## config.mk

```make
export PLATFORM = sky130hd
export DESIGN_NAME = dual_seg_mux_ctrl
export DESIGN_NICKNAME = d
export VERILOG_FILES = /design/src/rtl/dual_seg_mux_ctrl.sv
export SDC_FILE = /design/constraint.sdc
export NUM_CORES = 1
export LEC_CHECK = 0
export BUFFER_PORTS_ARGS = -buffer_cell sky130_fd_sc_hd__buf_2
export CORE_ASPECT_RATIO = 2
export CORE_UTILIZATION = 40
export CTS_CLUSTER_DIAMETER = 120
export DETAILED_ROUTE_END_ITERATION = 16
export PLACE_DENSITY = 0.57
export SYNTH_ARGS = -nofsm -noshare
export SYNTH_HDL_FRONTEND = slang
export SYNTH_SLANG_ARGS = --single-unit
```

## constraint.sdc

```tcl
create_clock -name clk -period 3.5 [get_ports clk]
set_clock_uncertainty 0.2 [all_clocks]
set_input_delay 0.35 -clock clk [delete_from_list [all_inputs] [get_ports clk]]
set_output_delay 0.35 -clock clk [all_outputs]
set_load 0.01 [all_outputs]
```

## src/rtl/dual_seg_mux_ctrl.sv

```systemverilog
// dual_seg_mux_ctrl
// Drives one shared active-low 7-segment bus across two common-anode digits.
// Each frame is BLANK0 -> SHOW0 -> BLANK1 -> SHOW1. A blanking gap comes
// before each lit slot so segments never bleed from one digit into the next.
// The hex nibble for a digit is captured when its slot starts and held for
// the whole slot. All outputs come straight from flops.

module dual_seg_mux_ctrl #(
    parameter int SHOW_CYCLES  = 48000,
    parameter int BLANK_CYCLES = 480
) (
    input  logic       clk,
    input  logic       reset,
    input  logic       en,
    input  logic [3:0] s0,
    input  logic [3:0] s1,
    output logic [6:0] seg,
    output logic [1:0] an,
    output logic       frame_tick
);

    localparam int MAX_DUR = (SHOW_CYCLES > BLANK_CYCLES) ? SHOW_CYCLES : BLANK_CYCLES;
    localparam int TIMER_W = $clog2(MAX_DUR);

    // Terminal counts: a timed state leaves on the edge where timer hits DUR-1,
    // so the timer never needs to wrap.
    localparam logic [TIMER_W-1:0] SHOW_LAST  = TIMER_W'(SHOW_CYCLES - 1);
    localparam logic [TIMER_W-1:0] BLANK_LAST = TIMER_W'(BLANK_CYCLES - 1);
    localparam logic [TIMER_W-1:0] TIMER_ONE  = TIMER_W'(1);
    localparam logic [TIMER_W-1:0] TIMER_ZERO = TIMER_W'(0);

    localparam logic [2:0] ST_IDLE   = 3'd0;
    localparam logic [2:0] ST_BLANK0 = 3'd1;
    localparam logic [2:0] ST_SHOW0  = 3'd2;
    localparam logic [2:0] ST_BLANK1 = 3'd3;
    localparam logic [2:0] ST_SHOW1  = 3'd4;

    localparam logic [6:0] SEG_OFF = 7'b1111111;
    localparam logic [1:0] AN_OFF  = 2'b11;
    localparam logic [1:0] AN_D0   = 2'b10;
    localparam logic [1:0] AN_D1   = 2'b01;

    // Hex to active-low segments, bit order {g,f,e,d,c,b,a}.
    function automatic logic [6:0] hex_to_seg(input logic [3:0] nib);
        logic [6:0] s;
        case (nib)
            4'h0:    s = 7'b1000000;
            4'h1:    s = 7'b1111001;
            4'h2:    s = 7'b0100100;
            4'h3:    s = 7'b0110000;
            4'h4:    s = 7'b0011001;
            4'h5:    s = 7'b0010010;
            4'h6:    s = 7'b0000010;
            4'h7:    s = 7'b1111000;
            4'h8:    s = 7'b0000000;
            4'h9:    s = 7'b0010000;
            4'hA:    s = 7'b0001000;
            4'hB:    s = 7'b0000011;
            4'hC:    s = 7'b1000110;
            4'hD:    s = 7'b0100001;
            4'hE:    s = 7'b0000110;
            4'hF:    s = 7'b0001110;
            default: s = SEG_OFF;
        endcase
        return s;
    endfunction

    logic [2:0]         state_r;
    logic [2:0]         state_nxt_s;
    logic [TIMER_W-1:0] timer_r;
    logic [TIMER_W-1:0] timer_nxt_s;
    logic [3:0]         nibble_r;
    logic [3:0]         nibble_nxt_s;
    logic               tick_nxt_s;
    logic [6:0]         seg_nxt_s;
    logic [1:0]         an_nxt_s;

    // Next-state, timer, digit capture and end-of-frame detection.
    always_comb begin
        state_nxt_s  = state_r;
        timer_nxt_s  = timer_r + TIMER_ONE;
        nibble_nxt_s = nibble_r;
        tick_nxt_s   = 1'b0;
        if (!en) begin
            // Dropping enable abandons the frame; no tick for a cut frame.
            state_nxt_s = ST_IDLE;
            timer_nxt_s = TIMER_ZERO;
        end else begin
            case (state_r)
                ST_IDLE: begin
                    state_nxt_s = ST_BLANK0;
                    timer_nxt_s = TIMER_ZERO;
                end
                ST_BLANK0: begin
                    if (timer_r == BLANK_LAST) begin
                        state_nxt_s  = ST_SHOW0;
                        timer_nxt_s  = TIMER_ZERO;
                        nibble_nxt_s = s0;
                    end else begin
                        state_nxt_s  = ST_BLANK0;
                    end
                end
                ST_SHOW0: begin
                    if (timer_r == SHOW_LAST) begin
                        state_nxt_s = ST_BLANK1;
                        timer_nxt_s = TIMER_ZERO;
                    end else begin
                        state_nxt_s = ST_SHOW0;
                    end
                end
                ST_BLANK1: begin
                    if (timer_r == BLANK_LAST) begin
                        state_nxt_s  = ST_SHOW1;
                        timer_nxt_s  = TIMER_ZERO;
                        nibble_nxt_s = s1;
                    end else begin
                        state_nxt_s  = ST_BLANK1;
                    end
                end
                ST_SHOW1: begin
                    if (timer_r == SHOW_LAST) begin
                        state_nxt_s = ST_BLANK0;
                        timer_nxt_s = TIMER_ZERO;
                        tick_nxt_s  = 1'b1;
                    end else begin
                        state_nxt_s = ST_SHOW1;
                    end
                end
                default: begin
                    state_nxt_s = ST_IDLE;
                    timer_nxt_s = TIMER_ZERO;
                end
            endcase
        end
    end

    // Output values derived from the upcoming state so the registered outputs
    // line up with the state register.
    always_comb begin
        an_nxt_s  = AN_OFF;
        seg_nxt_s = SEG_OFF;
        case (state_nxt_s)
            ST_SHOW0: begin
                an_nxt_s  = AN_D0;
                seg_nxt_s = hex_to_seg(nibble_nxt_s);
            end
            ST_SHOW1: begin
                an_nxt_s  = AN_D1;
                seg_nxt_s = hex_to_seg(nibble_nxt_s);
            end
            default: begin
                an_nxt_s  = AN_OFF;
                seg_nxt_s = SEG_OFF;
            end
        endcase
    end

    // State, timer, captured nibble and registered outputs; reset blanks at once.
    always_ff @(posedge clk or negedge reset) begin
        if (!reset) begin
            state_r    <= ST_BLANK0;
            timer_r    <= TIMER_ZERO;
            nibble_r   <= 4'h0;
            an         <= AN_OFF;
            seg        <= SEG_OFF;
            frame_tick <= 1'b0;
        end else begin
            state_r    <= state_nxt_s;
            timer_r    <= timer_nxt_s;
            nibble_r   <= nibble_nxt_s;
            an         <= an_nxt_s;
            seg        <= seg_nxt_s;
            frame_tick <= tick_nxt_s;
        end
    end

endmodule
```

* Yosys cells after proc, flatten, opt, wreduce, memory -nomap -nowiden
Memory sizes are Yosys's and may differ from the RTL's.
Index checks and enable logic that the tools add are counted.
** Operators by class
- Reductions and logical operators :: 3
- Equality and inequality tests :: 8
- Add/subtract/negate cells :: 1
- Mux-type cells :: 19
** Operators by type and width (count)
- $mux W16 :: 3
- $pmux W16 S2 :: 1
- $add A16 B1 Y16 const B :: 1
- $eq A16 B16 Y1 const B :: 1
- $eq A16 B9 Y1 const B :: 1
- $pmux W3 S5 :: 1
- $pmux W7 S2 :: 1
- $mux W4 :: 3
- $eq A3 B2 Y1 const B :: 3
- $mux W3 :: 3
- $pmux W4 S2 :: 1
- $eq A3 B3 Y1 const B :: 2
- $mux W1 :: 4
- $pmux W2 S2 :: 1
- $reduce_or A2 Y1 :: 2
- $eq A3 B1 Y1 const B :: 1
- $logic_not A3 Y1 :: 1
- $mux W2 :: 1
** Storage, ports and cells
- Register bits :: 33
- Logic and storage cells :: 39
- Output and inout bits :: 10
- Bits in read-only memories :: 224
- Memories kept :: 2
- Bits of input ports :: 11
** Memories
- (name not given) :: depth 16, width 7, rd ports 1, clocked after memory_dff 0, write ports 0, line 46 : case (nib)
- (name not given) :: depth 16, width 7, rd ports 1, clocked after memory_dff 0, write ports 0, line 46

* Logic depth before layout (Yosys ltp)
Gate-level depths: netlist of run 1.
- Word-level depth :: 6
- Depth in mapped cells :: 12
- Mapped depth without buffers :: 10

* Worst setup path after synthesis of run 1
Ideal clock, no wire load.
- Path kind :: register to register
- From :: register timer_r[10]
- To :: register seg[5]
- Arrival time :: 2.505 ns
- Path buffers :: 2
- Required time :: 3.208 ns
- Period minus slack after synthesis :: 2.796 ns
- Library setup time :: 0.092 ns
- Setup slack :: 0.704 ns
- Stages on the path, launching flop included :: 11
- Path through :: dfrtp_1 > or3b_4 > nor4_4 > and3_1 > buf_6 > clkbuf_4 > mux2i_1 > inv_1 > ha_1 > a211oi_1 > o211ai_1
** Between the ends
- Word-level cells in the longest chain between the ends :: 6
- Elaborated cells between the ends (all ways) :: 17
- Those cells by class :: eq/ne (4); mux (11); memory (2)
** Ends and longest elaborated chain
- from (decl) :: line 70 : logic [TIMER_W-1:0] timer_r;
- from (signal assigned) :: line 169 : timer_r <= timer_nxt_s;
- $eq A16 B9 Y1 * :: line 95, 112
- $mux W4 (on tied branches) :: line 112, 95
- $pmux W4 S2 * :: line 89 : case (state_r)
- $mux W4 * :: line 84 : if (!en) begin
- via nibble_nxt_s[0] :: line 73 : logic [3:0] nibble_nxt_s;
- $mem_v2 Z16 W7
- $pmux W7 S2 * :: line 142 : case (state_nxt_s)
- via seg_nxt_s[5] :: line 75 : logic [6:0] seg_nxt_s;
- to (signal assigned) :: line 172 : seg <= seg_nxt_s;
- to (decl) :: line 17 : output logic [6:0] seg,
Mark *: on every way through the listed nets, which the timed path passes. The rest lies on a longest branch.

* Final worst setup path of run 1
- From :: register timer_r[10]
- To :: register seg[6]
Same word-level chain as after synthesis.

==> qor.csv, run 1 <==
stage;metric;value;unit
route;Routed WL;4.51;mm
timing;final hold viol count;0;
timing;Finish-stage setup viols;0;
power_and_ir_drop;power per cell area;374;nW/um^2
logic_synthesis;most common cell in the netlist;nor2_1;
grt;met1 Track Usage GR;0.171;
logic_synthesis;Post-Syn Nets;221;
clock_tree;post-CTS setup buffer count;0;
logic_synthesis;Yosys warning count;0;
logic_synthesis;largest cells by area after synthesis;dfrtp_1 (29%), dfstp_2 (13%), nor2_1 (4.7%);
logic_synthesis;instance count of the mapped netlist;206;
clock_tree;Max H-tree Level;2;
floorplanning;Initial Util;0.423;
critical_path;Worst Setup SP;timer_r[10];
layout;n_diodes;0;
clock_tree;# hold bufs at CTS;1;
timing;crit path setup slack, layout;0.565;ns
hold_path;Hold/Removal Path Class;input port to flop;
grt;first-pass GRT wire length;7.43;mm
floorplanning;Die Y;102;um
clock_tree;CTS root buf;clkbuf_8;
floorplanning;IO Count;21;
logic_synthesis;sequential area share after synthesis;0.422;
critical_path;Crit path required time;3.50;ns
floorplanning;row cnt;35;
clock_tree;CTS tree;built;
clock_tree;maximum clock path buffer count;2;
timing;Max Slew Vio Count;0;
timing;Fin Setup TNS;0;ns
grt;GRT overflow;0;
critical_path;worst reg2reg path endpoint;seg[6];
logic_synthesis;Post-synth top cells;nor2_1 (25), dfrtp_1 (23), nand2_1 (16);
timing;RSZ-0062 raised after global routing;false;
floorplanning;Die ar.;5260;um^2
placed_design;Buffers on Ports;20;
grt;initial antenna violation count;0;
logic_synthesis;asr flop ratio synth;1.00;
grt;largest net degree at the start of global routing;34;
grt;gr busiest metal;met2;
grt;Overall Global Routing Usage;0.198;
critical_path;Worst setup SP type;flop;
grt;met2 Resource Use GR;0.390;
status;status;finished, final reports clean;
logic_synthesis;post-synth cell types;54;
clock_tree;Skew-Pair Late Insertion Delay;0.29;ns
logic_synthesis;EDFF count, synth;0;
critical_path;Worst setup EP type;flop;
hold_path;HP Start;en;
route;initial DRC count;34;
power_and_ir_drop;Leak Pwr;0.931;nW
route;DR vias;1583;
timing;fmax;341;MHz
floorplanning;Die Width;51.8;um
route;DRT Pass-1 Iters;4;
logic_synthesis;Post-Syn Area;1980;um^2
flow_run;maxcap violations;0;
grt;vias in the first global route;1615;
placed_design;pre-CTS setup slack;0.571;ns
placed_design;hpwl dp;3.56;mm
logic_synthesis;post-synthesis average cell area;9.63;um^2
layout;Syn-to-layout area delta;14.9;%
clock_tree;CTS resizes;0;
timing;worst-margin pin slew;0.733;ns
hold_path;WHS Path Cells;2;
grt;GRT met3 Usage;0.0315;
logic_synthesis;top_reg_cell synth;dfrtp_1;
route;DR DRC count;0;
clock_tree;Num CTS Buffers;5;
clock_tree;CTS Sinks;33;
route;wire per inst;15.7;um
layout;layout cell share with drive strength beyond 1;0.267;
critical_path;reg2reg start;timer_r[10];
power_and_ir_drop;Max VDD drop;320;uV
logic_synthesis;post-synth top area cell;dfrtp_1;
critical_path;CP Max Fanout;5;
hold_path;worst hold path endpoint;an[0];
placed_design;Placer Congestion;0.836;
timing;Slew HR;0.511;
clock_tree;clock-pin slew on the worst setup and hold paths;0.08;ns
floorplanning;Core Footprint;4690;um^2
timing;fin crit period;2.93;ns
route;antenna viol nets, final;0;
timing;final period utilization;0.838;
layout;# nets final;246;
logic_synthesis;area share of the largest cell type after synthesis;0.290;
critical_path;Worst Reg-to-Reg Cells;8;
route;vias per cell;5.52;
critical_path;Critical Path AT;2.94;ns
logic_synthesis;Yosys reg bits;33;
critical_path;type of the worst setup path;flop to flop;
critical_path;R2R Setup Slk;0.57;ns
critical path, cell delays in order (launching register included):
cell,delay [ns]
dfrtp_1,0.41
or3b_4,0.43
nor4_4,0.34
and3_1,0.31
mux2i_1,0.40
inv_1,0.11
ha_1,0.27
o211ai_1,0.25
nand3_1,0.13
cell families (layout without fill, tap and decap cells):
family | count (synthesis) | after routing | synth area share
buf+inv | 14 | 40 | 0.0372
xor+xnor | 15 | 15 | 0.0662
flops | 33 | 33 | 0.422
fa+ha+maj | 5 | 5 | 0.0309
mux | 10 | 10 | 0.0567
simple gates | 96 | 96 | 0.272
compound gates | 33 | 33 | 0.115
registers in the layout (all words and copies together), names as in the netlist:
signal and cells:
an 2, timer_r 16, seg 7, frame_tick 1
state_r 3, nibble_r 4
report_power, final:
group	total (mW)	switching, mW	internal (mW)
registers	0.387	0.00252	0.385
logic	0.0402	0.0257	0.0145
clock network	0.426	0.143	0.283
total	0.853	0.171	0.682
placed cells by master (no fill, tap or decap), types with 2 or more instances in the layout:
master,netlist,routed
xor2_1,6,6
mux2i_1,4,4
and3_1,5,5
o211a_1,2,2
nand2b_1,6,6
a21oi_1,6,6
nor2_1,25,25
a211oi_1,5,5
and2_1,2,2
nand2_1,16,16
clkbuf_8,0,5
inv_1,5,5
ha_1,4,4
buf_2,1,20
nand3b_1,3,3
mux2_2,4,4
o21ai_0,2,2
dfrtp_1,23,23
o22ai_1,4,4
bufinv_16,0,2
nor3b_1,4,4
clkinv_2,1,2
o211ai_1,3,3
nor3_1,6,6
o21ai_1,4,4
mux2i_2,2,2
nand4_1,2,2
nand3_1,15,15
o311ai_1,2,2
dfstp_2,10,10
buf_4,1,3
xnor2_1,9,9
per-stage QoR:
step / area (um^2) / cells / power, mW / hold WS (ns) / util
3_3_place_gp: 2140 / 278 / 0.435 / 0.258 / 0.456
6_report: 2280 / 287 / 0.853 / 0.147 / 0.487
4_1_cts: 2280 / 287 / 0.872 / 0.150 / 0.487
3_5_place_dp: 2140 / 278 / 0.435 / 0.266 / 0.456
5_1_grt: 2280 / 287 / 0.886 / 0.163 / 0.487
2_1_floorplan: 1980 / 206 / 0.414 / -0.146 / -
how the worst max path moves through the flow:
stage | depth (start not counted) | to | slack, ns
after detailed placement | 8 | seg[6] | 0.57
after global routing | 8 | seg[6] | 0.38
after CTS | 8 | seg[6] | 0.57
after floorplan | 10 | seg[5] | 0.70
final | 8 | seg[6] | 0.57
after global placement | 8 | seg[0] | 0.61
per-layer routing:
| metal | routed length (um) | share of wire | vias up |
|---|---|---|---|
| met5 | 0 | 0 | - |
| met2 | 2700 | 0.60 | 31 |
| met4 | 194 | 0.043 | 0 |
| met3 | 84 | 0.019 | 17 |
| li1 | - | - | 780 |
| met1 | 1520 | 0.34 | 755 |
final cells by class:
cell class / count / area [um^2]
clock buffer: 5 / 68.8
tap: 55 / 68.8
timing repair buffer: 24 / 133
sequential: 33 / 838
inverter: 8 / 33.8
clock inverter: 3 / 65.1
fill: 456 / 2410
multi-input combinational: 159 / 1070
Note: power is estimated with default switching activity, not from simulation.
==> inputs of run 2 (changes only) <==
==> constraint.sdc (replaced) <==
create_clock -name clk -period 2.9 [get_ports clk]
set_clock_uncertainty 0.2 [all_clocks]
set_input_delay 0.29 -clock clk [delete_from_list [all_inputs] [get_ports clk]]
set_output_delay 0.29 -clock clk [all_outputs]
set_load 0.01 [all_outputs]
==> run 2 against run 1 <==
Compared with the run above: combinational power up 26%; global-route usage about the same; first-iteration DRC count fell by 21%; utilization rose by 0.96 points; sequential power up 21%; sequential share of layout area is 0.71 points lower; critical path depth unchanged; clock power grew 22%; worst setup slack lost 0.34 ns; die area did not move; via count grew 0.51%; largest power group unchanged.
==> qor.csv, run 2 (synthesized netlist as in run 1, its figures left out) <==
stage;metric;value;unit
grt;vias in the first global route;1620;
clock_tree;maximum clock path buffer count;2;
layout;commonest non-fill, non-tap cell in the layout;nor2_1;
route;DR DRC count;0;
clock_tree;Skew-Pair Late Insertion Delay;0.29;ns
grt;GRT overflow;0;
status;status;finished, final reports clean;
power_and_ir_drop;Leak Pwr;0.961;nW
route;Routed WL;4.54;mm
placed_design;hpwl dp;3.50;mm
layout;# nets final;252;
floorplanning;Die Width;51.8;um
grt;Overall Global Routing Usage;0.198;
clock_tree;CTS Sinks;33;
clock_tree;Max H-tree Level;2;
power_and_ir_drop;Max VDD drop;387;uV
critical_path;CP Max Fanout;4;
layout;multi-input logic area;1070;um^2
layout;Reg with most FFs;timer_r;
timing;final period utilization;0.923;
layout;Final Util;0.496;
floorplanning;IO Count;21;
floorplanning;Die Y;102;um
critical_path;CP max stage delay;0.43;ns
flow_run;maxcap violations;0;
hold_path;Hold/Removal Path Class;input port to flop;
timing;fin crit period;2.68;ns
floorplanning;Initial Util;0.423;
layout;design area;2320;um^2
grt;first-pass GRT wire length;7.55;mm
clock_tree;clock-pin slew on the worst setup and hold paths;0.08;ns
critical_path;Worst setup EP type;flop;
clock_tree;Num CTS Buffers;5;
route;wire per inst;15.5;um
route;antenna viol nets, final;0;
timing;final hold viol count;0;
clock_tree;CTS tree;built;
timing;Fin Setup TNS;0;ns
timing;Slew HR;0.510;
clock_tree;# hold bufs at CTS;1;
timing;Min Hold Slack;0.0852;ns
route;vias per cell;5.43;
layout;fill cell count;455;
route;initial DRC count;27;
grt;initial antenna violation count;0;
placed_design;Placed Area;2180;um^2
power_and_ir_drop;power per cell area;446;nW/um^2
floorplanning;Core Footprint;4690;um^2
layout;layout cell share with drive strength beyond 1;0.286;
floorplanning;row cnt;35;
timing;RSZ-0062 raised after global routing;false;
grt;largest net degree at the start of global routing;34;
route;DR vias;1591;
placed_design;Buffers on Ports;20;
placed_design;Placer Congestion;0.861;
clock_tree;post-CTS setup buffer count;0;
layout;Syn-to-layout area delta;17.2;%
layout;most frequent cells in the layout;nor2_1 (25), dfrtp_1 (23), buf_2 (20);
critical_path;type of the worst setup path;flop to flop;
layout;biggest regs;timer_r x16, seg x7, nibble_r x4;
timing;Max Slew Vio Count;0;
route;DRT Pass-1 Iters;4;
critical_path;Critical Path AT;2.69;ns
critical_path;Worst setup SP type;flop;
timing;worst-margin pin slew;0.735;ns
timing;fmax;374;MHz
critical_path;Slowest-stage cell, CP;or3b_4;
layout;n_diodes;0;
clock_tree;CTS root buf;clkbuf_8;
clock_tree;CTS resizes;0;
layout;register cell area after layout;838;um^2
critical_path;Crit path required time;2.91;ns
floorplanning;Die ar.;5260;um^2
layout;max FFs per register;16;
critical_path;CP Cell Sequence;or3b_4 -> nor4_4 -> and3_1 -> mux2i_1 -> inv_1 -> ha_1 -> a211oi_1 -> o211ai_1;
timing;Finish-stage setup viols;0;
==> run 2: final timing paths <==
kind	start	endpoint	slack [ns]	depth (start not counted)
max	timer_r[10]	seg[5]	0.22	8
max reg2reg	timer_r[10]	seg[5]	0.22	8
min reg2reg	timer_r[0]	timer_r[0]	0.29	1
min	en	an[0]	0.09	2
min in group asynchronous	reset	nibble_r[2]	0.39	2
max in group asynchronous	reset	timer_r[13]	1.62	2
==> run 2: layout make-up <==
class | count | share of cell area
Clock buffer | 5 | 0.0296
Clock inverter | 3 | 0.0280
Inverter | 8 | 0.0145
Multi-Input combinational cell | 159 | 0.461
Sequential cell | 33 | 0.361
Tap cell | 55 | 0.0296
Timing Repair Buffer | 30 | 0.0764
==> run 2: per-stage QoR <==
step | std cells | total power [mW] | setup slack [ns]
after floorplan | 206 | 0.500 | 0.104
after global placement | 284 | 0.526 | 0.231
after detailed placement | 284 | 0.526 | 0.193
after CTS | 293 | 1.05 | 0.197
after global routing | 293 | 1.07 | 0.0633
final | 293 | 1.04 | 0.224
==> run 2: power by group <==
group,total [mW],internal [mW],switching [mW]
Clock,0.518,0.342,0.176
Combinational,0.0506,0.0187,0.0319
Sequential,0.467,0.464,0.00305
Total,1.04,0.824,0.211
==> run 2: routing by layer <==
| layer | vias up | GRT usage | wire length, um |
|---|---|---|---|
| met5 | - | 0 | 0 |
| met4 | 0 | 0.0873 | 119 |
| met3 | 9 | 0.0330 | 81 |
| met1 | 769 | 0.187 | 1630 |
| li1 | 791 | - | - |
| met2 | 22 | 0.392 | 2710 |
==> run 2: worst max-delay path: cells and delay by family (launching register included) <==
| kind | cells | cell delay (ns) |
|---|---|---|
| adder cells (fa/ha/maj) | 1 | 0.25 |
| AND/OR/NAND/NOR | 3 | 1.00 |
| multiplexers | 1 | 0.34 |
| AO/OA/AOI/OAI | 2 | 0.33 |
| buffers and inverters | 1 | 0.10 |
| flip-flops | 1 | 0.40 |
